<file path="src/rtl/alarm_challenge_ctrl_pkg.sv">
// Shared definitions for the alarm dismiss-challenge sequencer: state encoding,
// symbol/index widths and a small elaboration helper.
package alarm_pkg;
  localparam int SYM_W   = 2;
  localparam int MAX_SEQ = 8;
  localparam int IDX_W   = $clog2(MAX_SEQ);

  typedef enum logic [2:0] {
    IDLE  = 3'd0,
    GEN   = 3'd1,
    SHOW  = 3'd2,
    INPUT = 3'd3,
    DONE  = 3'd4
  } state_e;

  function automatic int max_int(input int a, input int b);
    return (a > b) ? a : b;
  endfunction
endpackage

</file>
<file path="src/rtl/alarm_challenge_ctrl_if.sv">
// Signal bundle between the challenge sequencer and its neighbours
// (alarm comparator, random generator, display mux, button debouncers).
interface alarm_challenge_ctrl_if;
  logic                        alarm_trig;
  logic                        tick;
  logic [alarm_pkg::SYM_W-1:0] rnd;
  logic                        btn_valid;
  logic [alarm_pkg::SYM_W-1:0] btn_code;
  logic                        lfsr_enable;
  logic                        lfsr_stop;
  logic                        show_valid;
  logic [alarm_pkg::SYM_W-1:0] show_sym;
  logic [alarm_pkg::IDX_W-1:0] show_idx;
  logic                        buzzer;
  logic                        dismissed;
  logic [1:0]                  fail_cnt;
  logic [2:0]                  state_o;

  modport master (
    output alarm_trig, tick, rnd, btn_valid, btn_code,
    input  lfsr_enable, lfsr_stop, show_valid, show_sym, show_idx,
           buzzer, dismissed, fail_cnt, state_o
  );

  modport slave (
    input  alarm_trig, tick, rnd, btn_valid, btn_code,
    output lfsr_enable, lfsr_stop, show_valid, show_sym, show_idx,
           buzzer, dismissed, fail_cnt, state_o
  );
endinterface

</file>
<file path="src/rtl/alarm_challenge_ctrl_tick_timer.sv">
// Tick-strobe counter: counts strobes up to a runtime limit, flags the
// terminal strobe and wraps to zero; clear has priority over counting.
module tick_timer #(
  parameter int CNT_W = 6
) (
  input  logic             clk,
  input  logic             rst,
  input  logic             clr,
  input  logic             tick,
  input  logic [CNT_W-1:0] limit,
  output logic             tc
);
  localparam logic [CNT_W-1:0] ONE = CNT_W'(1);

  logic [CNT_W-1:0] cnt_r;

  assign tc = tick && !clr && (cnt_r == (limit - ONE));

  // Strobe counter, restarts on clear or at terminal count
  always_ff @(posedge clk or posedge rst) begin
    if (rst) begin
      cnt_r <= '0;
    end else if (clr || tc) begin
      cnt_r <= '0;
    end else if (tick) begin
      cnt_r <= cnt_r + ONE;
    end else begin
      cnt_r <= cnt_r;
    end
  end
endmodule

</file>
<file path="src/rtl/alarm_challenge_ctrl.sv">
// Alarm dismiss-challenge sequencer: generates a random symbol sequence,
// replays it on the display and silences the buzzer after a correct entry.
module alarm_challenge_ctrl import alarm_pkg::*; #(
  parameter int SEQ_LEN     = 4,
  parameter int SHOW_TICKS  = 8,
  parameter int INPUT_TICKS = 40,
  parameter int MAX_TRIES   = 3
) (
  input logic                 clk,
  input logic                 rst_n,
  alarm_challenge_ctrl_if.slave bus
);
  localparam int               CNT_W    = $clog2(max_int(SHOW_TICKS, INPUT_TICKS) + 1);
  localparam int               SEL_W    = (SEQ_LEN > 1) ? $clog2(SEQ_LEN) : 1;
  localparam logic [IDX_W-1:0] LAST_IDX = IDX_W'(SEQ_LEN - 1);

  state_e             state_r;
  logic [IDX_W-1:0]   idx_r;
  logic [1:0]         fail_r;
  logic               primed_r;
  logic [SYM_W-1:0]   seq_r [SEQ_LEN];
  logic [SYM_W-1:0]   show_sym_r;
  logic               show_valid_r;
  logic               lfsr_en_r;
  logic               lfsr_stop_r;
  logic               buzzer_r;
  logic               dismissed_r;

  logic [IDX_W-1:0]   nxt_idx_s;
  logic [SEL_W-1:0]   sel_cur_s;
  logic [SEL_W-1:0]   sel_nxt_s;
  logic               tmr_clr_s;
  logic               tmr_tc_s;
  logic [CNT_W-1:0]   tmr_limit_s;
  logic               match_s;
  logic               fail_s;
  logic               retry_s;

  assign nxt_idx_s   = idx_r + 3'd1;
  assign sel_cur_s   = idx_r[SEL_W-1:0];
  assign sel_nxt_s   = nxt_idx_s[SEL_W-1:0];
  // A press in INPUT restarts the timeout window, even on a coincident tick.
  assign tmr_clr_s   = !((state_r == SHOW) || (state_r == INPUT)) ||
                       ((state_r == INPUT) && bus.btn_valid);
  assign tmr_limit_s = (state_r == SHOW) ? CNT_W'(SHOW_TICKS) : CNT_W'(INPUT_TICKS);
  assign match_s     = (bus.btn_code == seq_r[sel_cur_s]);
  assign fail_s      = bus.btn_valid ? !match_s : tmr_tc_s;
  assign retry_s     = (int'(fail_r) + 1) < MAX_TRIES;

  tick_timer #(.CNT_W(CNT_W)) u_tick_timer (
    .clk   (clk),
    .rst   (rst_n),
    .clr   (tmr_clr_s),
    .tick  (bus.tick),
    .limit (tmr_limit_s),
    .tc    (tmr_tc_s)
  );

  // Challenge FSM with registered outputs
  always_ff @(posedge clk or posedge rst_n) begin
    if (rst_n) begin
      state_r      <= IDLE;
      idx_r        <= '0;
      fail_r       <= 2'd0;
      primed_r     <= 1'b0;
      show_sym_r   <= '0;
      show_valid_r <= 1'b0;
      lfsr_en_r    <= 1'b0;
      lfsr_stop_r  <= 1'b0;
      buzzer_r     <= 1'b0;
      dismissed_r  <= 1'b0;
      for (int i = 0; i < SEQ_LEN; i++) seq_r[i] <= '0;
    end else begin
      dismissed_r <= 1'b0;
      case (state_r)
        IDLE: begin
          lfsr_stop_r <= 1'b1;
          if (bus.alarm_trig) begin
            state_r     <= GEN;
            buzzer_r    <= 1'b1;
            fail_r      <= 2'd0;
            idx_r       <= '0;
            primed_r    <= 1'b0;
            lfsr_en_r   <= 1'b1;
            lfsr_stop_r <= 1'b0;
          end
        end
        GEN: begin
          // First GEN cycle only advances the generator; its output lags by one.
          primed_r <= 1'b1;
          if (primed_r) begin
            seq_r[sel_cur_s] <= bus.rnd;
            if (idx_r == LAST_IDX) begin
              state_r      <= SHOW;
              idx_r        <= '0;
              lfsr_en_r    <= 1'b0;
              show_valid_r <= 1'b1;
              show_sym_r   <= seq_r[0];
            end else begin
              idx_r <= nxt_idx_s;
            end
          end
        end
        SHOW: begin
          if (tmr_tc_s) begin
            if (idx_r == LAST_IDX) begin
              state_r      <= INPUT;
              idx_r        <= '0;
              show_valid_r <= 1'b0;
              show_sym_r   <= '0;
            end else begin
              idx_r      <= nxt_idx_s;
              show_sym_r <= seq_r[sel_nxt_s];
            end
          end
        end
        INPUT: begin
          if (fail_s) begin
            idx_r <= '0;
            if (retry_s) begin
              state_r      <= SHOW;
              fail_r       <= (fail_r == 2'd3) ? 2'd3 : fail_r + 2'd1;
              show_valid_r <= 1'b1;
              show_sym_r   <= seq_r[0];
            end else begin
              state_r   <= GEN;
              fail_r    <= 2'd0;
              primed_r  <= 1'b0;
              lfsr_en_r <= 1'b1;
            end
          end else if (bus.btn_valid) begin
            if (idx_r == LAST_IDX) begin
              state_r     <= DONE;
              idx_r       <= '0;
              dismissed_r <= 1'b1;
            end else begin
              idx_r <= nxt_idx_s;
            end
          end
        end
        DONE: begin
          state_r     <= IDLE;
          buzzer_r    <= 1'b0;
          lfsr_stop_r <= 1'b1;
        end
        default: begin
          state_r      <= IDLE;
          idx_r        <= '0;
          buzzer_r     <= 1'b0;
          lfsr_en_r    <= 1'b0;
          show_valid_r <= 1'b0;
        end
      endcase
    end
  end

  assign bus.lfsr_enable = lfsr_en_r;
  assign bus.lfsr_stop   = lfsr_stop_r;
  assign bus.show_valid  = show_valid_r;
  assign bus.show_sym    = show_sym_r;
  assign bus.show_idx    = idx_r;
  assign bus.buzzer      = buzzer_r;
  assign bus.dismissed   = dismissed_r;
  assign bus.fail_cnt    = fail_r;
  assign bus.state_o     = state_r;
endmodule

</file>
<file path="src/flat_wrapper.sv">
// flat-port wrapper written by rule: the top's interface ports become plain ports
module alarm_challenge_ctrl_flat import alarm_pkg::*;
#(
  parameter int SEQ_LEN     = 4,
  parameter int SHOW_TICKS  = 8,
  parameter int INPUT_TICKS = 40,
  parameter int MAX_TRIES   = 3
)
  (clk, rst_n, bus_alarm_trig, bus_tick, bus_rnd, bus_btn_valid, bus_btn_code, bus_lfsr_enable, bus_lfsr_stop, bus_show_valid, bus_show_sym, bus_show_idx, bus_buzzer, bus_dismissed, bus_fail_cnt, bus_state_o);
  alarm_challenge_ctrl_if bus_i ();
  input logic clk;
  input logic rst_n;
  input wire logic [$bits(bus_i.alarm_trig)-1:0] bus_alarm_trig;
  input wire logic [$bits(bus_i.tick)-1:0] bus_tick;
  input wire logic [$bits(bus_i.rnd)-1:0] bus_rnd;
  input wire logic [$bits(bus_i.btn_valid)-1:0] bus_btn_valid;
  input wire logic [$bits(bus_i.btn_code)-1:0] bus_btn_code;
  output wire logic [$bits(bus_i.lfsr_enable)-1:0] bus_lfsr_enable;
  output wire logic [$bits(bus_i.lfsr_stop)-1:0] bus_lfsr_stop;
  output wire logic [$bits(bus_i.show_valid)-1:0] bus_show_valid;
  output wire logic [$bits(bus_i.show_sym)-1:0] bus_show_sym;
  output wire logic [$bits(bus_i.show_idx)-1:0] bus_show_idx;
  output wire logic [$bits(bus_i.buzzer)-1:0] bus_buzzer;
  output wire logic [$bits(bus_i.dismissed)-1:0] bus_dismissed;
  output wire logic [$bits(bus_i.fail_cnt)-1:0] bus_fail_cnt;
  output wire logic [$bits(bus_i.state_o)-1:0] bus_state_o;
  assign bus_i.alarm_trig = bus_alarm_trig;
  assign bus_i.tick = bus_tick;
  assign bus_i.rnd = bus_rnd;
  assign bus_i.btn_valid = bus_btn_valid;
  assign bus_i.btn_code = bus_btn_code;
  assign bus_lfsr_enable = bus_i.lfsr_enable;
  assign bus_lfsr_stop = bus_i.lfsr_stop;
  assign bus_show_valid = bus_i.show_valid;
  assign bus_show_sym = bus_i.show_sym;
  assign bus_show_idx = bus_i.show_idx;
  assign bus_buzzer = bus_i.buzzer;
  assign bus_dismissed = bus_i.dismissed;
  assign bus_fail_cnt = bus_i.fail_cnt;
  assign bus_state_o = bus_i.state_o;
  alarm_challenge_ctrl #(.SEQ_LEN(SEQ_LEN), .SHOW_TICKS(SHOW_TICKS), .INPUT_TICKS(INPUT_TICKS), .MAX_TRIES(MAX_TRIES)) u_core (.clk(clk), .rst_n(rst_n), .bus(bus_i));
endmodule
</file>
<file path="config.mk">
export PLATFORM = sky130hd
export DESIGN_NAME = alarm_challenge_ctrl_flat
export DESIGN_NICKNAME = d
export VERILOG_FILES = /design/src/rtl/alarm_challenge_ctrl_pkg.sv /design/src/rtl/alarm_challenge_ctrl_if.sv /design/src/rtl/alarm_challenge_ctrl_tick_timer.sv /design/src/rtl/alarm_challenge_ctrl.sv /design/src/flat_wrapper.sv
export SDC_FILE = /design/constraint.sdc
export NUM_CORES = 1
export LEC_CHECK = 0
export ABC_AREA = 1
export BUFFER_PORTS_ARGS = -buffer_cell sky130_fd_sc_hd__buf_2
export CELL_PAD_IN_SITES_DETAIL_PLACEMENT = 1
export CELL_PAD_IN_SITES_GLOBAL_PLACEMENT = 2
export CORE_ASPECT_RATIO = 0.9
export CORE_MARGIN = 8
export CORE_UTILIZATION = 30
export CTS_CLUSTER_DIAMETER = 200
export CTS_CLUSTER_SIZE = 30
export DETAILED_ROUTE_END_ITERATION = 16
export PLACE_DENSITY_LB_ADDON = 0.2
export SLEW_MARGIN = 20
export SYNTH_ARGS = -nofsm -noshare
export SYNTH_HDL_FRONTEND = slang
export SYNTH_SLANG_ARGS = --single-unit
</file>
<file path="constraint.sdc">
create_clock -name clk -period 2.2 [get_ports clk]
set_clock_uncertainty 0.05 [all_clocks]
set_input_delay 0.11 -clock clk [delete_from_list [all_inputs] [get_ports clk]]
set_output_delay 0.11 -clock clk [all_outputs]
set_load 0.02 [all_outputs]
</file>
==> results.txt <==
----------------------------------------------------
[Final layout]
  Proportion of layout cells with a drive suffix above 1 ... 0.214
  Combined area of the multi-input logic cells ... 967 um2
  Post-layout net count ... 304
  Number of diodes ... 0
  Area growth from synthesis to layout ... 17.0%
  Post-layout instance count excluding filler cells ... 362
  Total of fill cells in the finished design ... 784
  Storage element area ... 751 um2

[Worst setup path]
  CP Max Fanout ... 7
  CP arrival ... 2.02 ns
  Element type at the critical path end ... register
  Data required, critical path ... 2.33 ns
  Number of cells traversed by the worst register-to-register path ... 10
  Worst R2R Start ... u_core.bus.show_idx[1]
  Largest stage delay on the critical path ... 0.49 ns
  End of the worst register-to-register path ... u_core.bus.state_o[0]
  Reg-to-reg setup timing slack ... 0.31 ns
  Category of the most critical setup path ... reg2reg
  Crit-path cells ... ha_1 > inv_1 > nor2_1 > inv_1 > a31oi_4 > nand2_1 > nor2_2 > nand2_1 > nand2_1 > nand2_1
  Critical-path top delay cell ... dfrtp_1
  Critical path startpoint category ... register
  Most frequent CP cell ... nand2_1

[Min path]
  Hold_sp ... bus_tick
  Hold Path Sink ... u_core.u_tick_timer.cnt_r[1]
  Worst Hold Path Cells ... 3
  Path class of the lowest-slack min-delay path ... in2reg

[Synth]
  Commonest register cell after synthesis ... dfrtp_1
  Number of standard cells after synthesis ... 256
  Fraction of synthesized area in multiplexers ... 0
  Mean area per synthesized cell ... 7.28 um2
  Post-synthesis simple-gate area fraction ... 0.389
  Yosys synthesis warning count ... 0
  Leading area contributor after synthesis ... dfrtp_1
  Post-synthesis share of cell area spent on xor and xnor gates ... 0.00940
  Cell types occupying the most area after synthesis ... dfrtp_1, nand2_1, nand3_1
  Post-synth EDFFs ... 0
  Count of distinct cell types in the synthesized netlist ... 25
  Fraction of registers with async set or reset after synthesis ... 1.00
  Number of flip-flops and latches in the synthesized netlist ... 30
  Mapped Area ... 1860 um2
  Sequential-to-total area share from yosys stat ... 0.403
  Syn nets ... 270
  Largest family of logic cells by synthesized area ... simple AND/OR/NAND/NOR gates
  Post-synthesis compound-gate area fraction ... 0.0872
  Share of synthesized cell area in full adder, half adder and majority cells ... 0.0336
  Proportion of netlist area held by the largest area contributor ... 0.403

[Timing]
  Final Hold Vio Count ... 0
  Max-slew violations ... 0
  Tightest Pin Transition ... 0.412 ns
  Final period util ... 0.858
  Max Clock Freq ... 530 MHz
  Final number of setup-violating endpoints ... 0
  Worst slew slack as a fraction of its limit ... 0.726
  Final critical delay including setup and external delays ... 1.89 ns
  Unrepaired setup endpoints after global routing ... false
  Total negative slack ... 0 ns

[Run]
  Max-cap violation count ... 0

[Drt]
  Routed length per instance ... 14.0 um
  Via count normalized by instance count ... 4.72
  Antenna violation net count after detailed routing ... 0
  DRC violations left ... 0
  Number of detailed-route iterations in the first pass ... 4
  Detailed-route via count ... 1,708
  WL final ... 5070 um
  Iteration-0 DRC count of the detailed router ... 50

[Global route]
  First-pass GRT wire length ... 8850 um
  Residual overflow from global routing ... 0
  Number of global-route vias before repair ... 1,780
  Initial antenna violation count ... 0
  Total Routing Usage GR ... 0.122
  Pin count of the biggest net entering global routing ... 31

[Placed design]
  I/O Buffers ... 23
  Detailed placer's ending HPWL ... 4040 um
  Final GP Congestion ... 0.749
  Total placed cells including tap cells ... 354

[Floorplan]
  Core area ... 6080 um2
  Number of standard-cell rows in the floorplan ... 27
  X dimension of the die ... 99.1 um
  Initial core utilization ... 0.307
  Die Y-Extent ... 90.8 um
  Area of the die ... 9000 um2
  I/O pin total ... 24

[CTS]
  Clock tree from TritonCTS ... built
  Clk pin slew, worst setup/hold paths ... 0.07 ns
  H-Tree Depth ... 2
  CTS Root Buffer Type ... clkbuf_8
  Number of buffers inserted to repair setup after CTS ... 0
  Worst-skew pair later-pin latency ... 0.29 ns
  Number of instances resized during post-cts repair ... 0
  Clock tree sinks ... 30
  Inserted Clock Buffers ... 5
  CTS Buffer Depth ... 2

[Run status]
  Outcome ... complete, no violations

[Power and ir drop]
  Power per unit of standard cell area ... 686 nW/um2
  Maximum VDD drop ... 361 uV
  Final Power ... 1500 uW
  Leakage power ... 0.00121 uW

----------------------------------------------------
-- synthesized netlist by cell type, types with 2 or more instances --
cell type  count
inv_1         31
dfrtp_1       30
ha_1           5
o21ai_0       16
nand4_2        3
nor2_4         2
inv_2          6
nor2_2         5
nand2_1       77
nor2_1        22
nand2_4        3
o21ai_1        3
nand3_1       26
nand3_2        2
nor3_1         2
nand2_2        5
nand4_1        3
a21oi_1        8
-- power by group --
group / internal, uW / leakage (uW) / total (uW) / switching, uW
registers: 634 / 0.000341 / 709 / 74.5
logic: 134 / 0.000828 / 356 / 222
clock network: 212 / 0.0000438 / 431 / 219
total: 980 / 0.00121 / 1500 / 515
-- sequential cells by signal (all words and copies together), names as in the netlist --
name / flops
u_core.bus.buzzer: 1
u_core.bus.dismissed: 1
u_core.bus.fail_cnt: 2
u_core.bus.lfsr_enable: 1
u_core.bus.lfsr_stop: 1
u_core.bus.show_idx: 3
u_core.bus.show_sym: 2
u_core.bus.show_valid: 1
u_core.bus.state_o: 3
u_core.primed_r: 1
u_core.seq_r: 8
u_core.u_tick_timer.cnt_r: 6
-- layout make-up --
class,count,share of cell area
Timing Repair Buffer,28,0.0711
Clock inverter,2,0.00459
Tap cell,72,0.0413
Clock buffer,5,0.0316
Multi-Input combinational cell,188,0.443
Sequential cell,30,0.344
Inverter,37,0.0637
-- logic make-up after synthesis --
kind of cell / after synthesis
simple gates: 152
buf+inv: 38
xor+xnor: 2
compound gates: 29
flops: 30
fa+ha+maj: 5
-- per-stage QoR --
step	hold WS (ns)	setup WS, ns	area [um2]	util
floorplan	0.151	0.372	1860	-
global placement	0.173	0.292	2090	0.344
detailed placement	0.173	0.323	2090	0.344
CTS	0.0608	0.288	2180	0.359
global route	0.0927	0.0784	2180	0.359
finish	0.0644	0.312	2180	0.359
-- critical path, delay by kind of cell (launching register included) --
family	cells	cell delay, ns
buffers and inverters	2	0.17
adders and majority gates	1	0.27
DFF	1	0.49
AOI/OAI and AO/OA	1	0.29
and+or+nand+nor	6	0.53
-- routing by layer --
metal / global-route usage / share of wire / up-vias
met5: 0 / 0 / -
li1: - / - / 887
met1: 0.162 / 0.53 / 792
met2: 0.184 / 0.43 / 21
met4: 0.0416 / 0.014 / 0
met3: 0.0339 / 0.033 / 8
-- placed cells by master, fill, tap and decap left out, types with 3 or more instances in the layout --
cell type and count:
a21oi_1 8, buf_2 23, buf_4 4, clkbuf_8 5, dfrtp_1 30, ha_1 5
inv_1 31, inv_2 6, nand2_1 77, nand2_2 5, nand2_4 3, nand3_1 26
nand4_1 3, nand4_2 3, nor2_1 22, nor2_2 5, o21ai_0 16, o21ai_1 3
-- worst max path at each step --
stage               cells after the start  slack, ns                     to                    from
floorplan                              10       0.37  u_core.bus.state_o[0]  u_core.bus.show_idx[1]
global placement                       10       0.29  u_core.bus.state_o[0]  u_core.bus.show_idx[1]
detailed placement                     10       0.32  u_core.bus.state_o[0]  u_core.bus.show_idx[1]
CTS                                    10       0.29  u_core.bus.state_o[0]  u_core.bus.show_idx[1]
global route                           10       0.08  u_core.bus.state_o[0]  u_core.bus.show_idx[1]
finish                                 10       0.31  u_core.bus.state_o[0]  u_core.bus.show_idx[1]
-- timing repair --
| action | CTS | global route |
|---|---|---|
| endpoints found under the setup margin | 0 | 0 |
| hold endpoints to repair | 30 | 0 |
| hold buffers | 1 | 0 |
No activity file was read; power rests on OpenSTA's default activity.
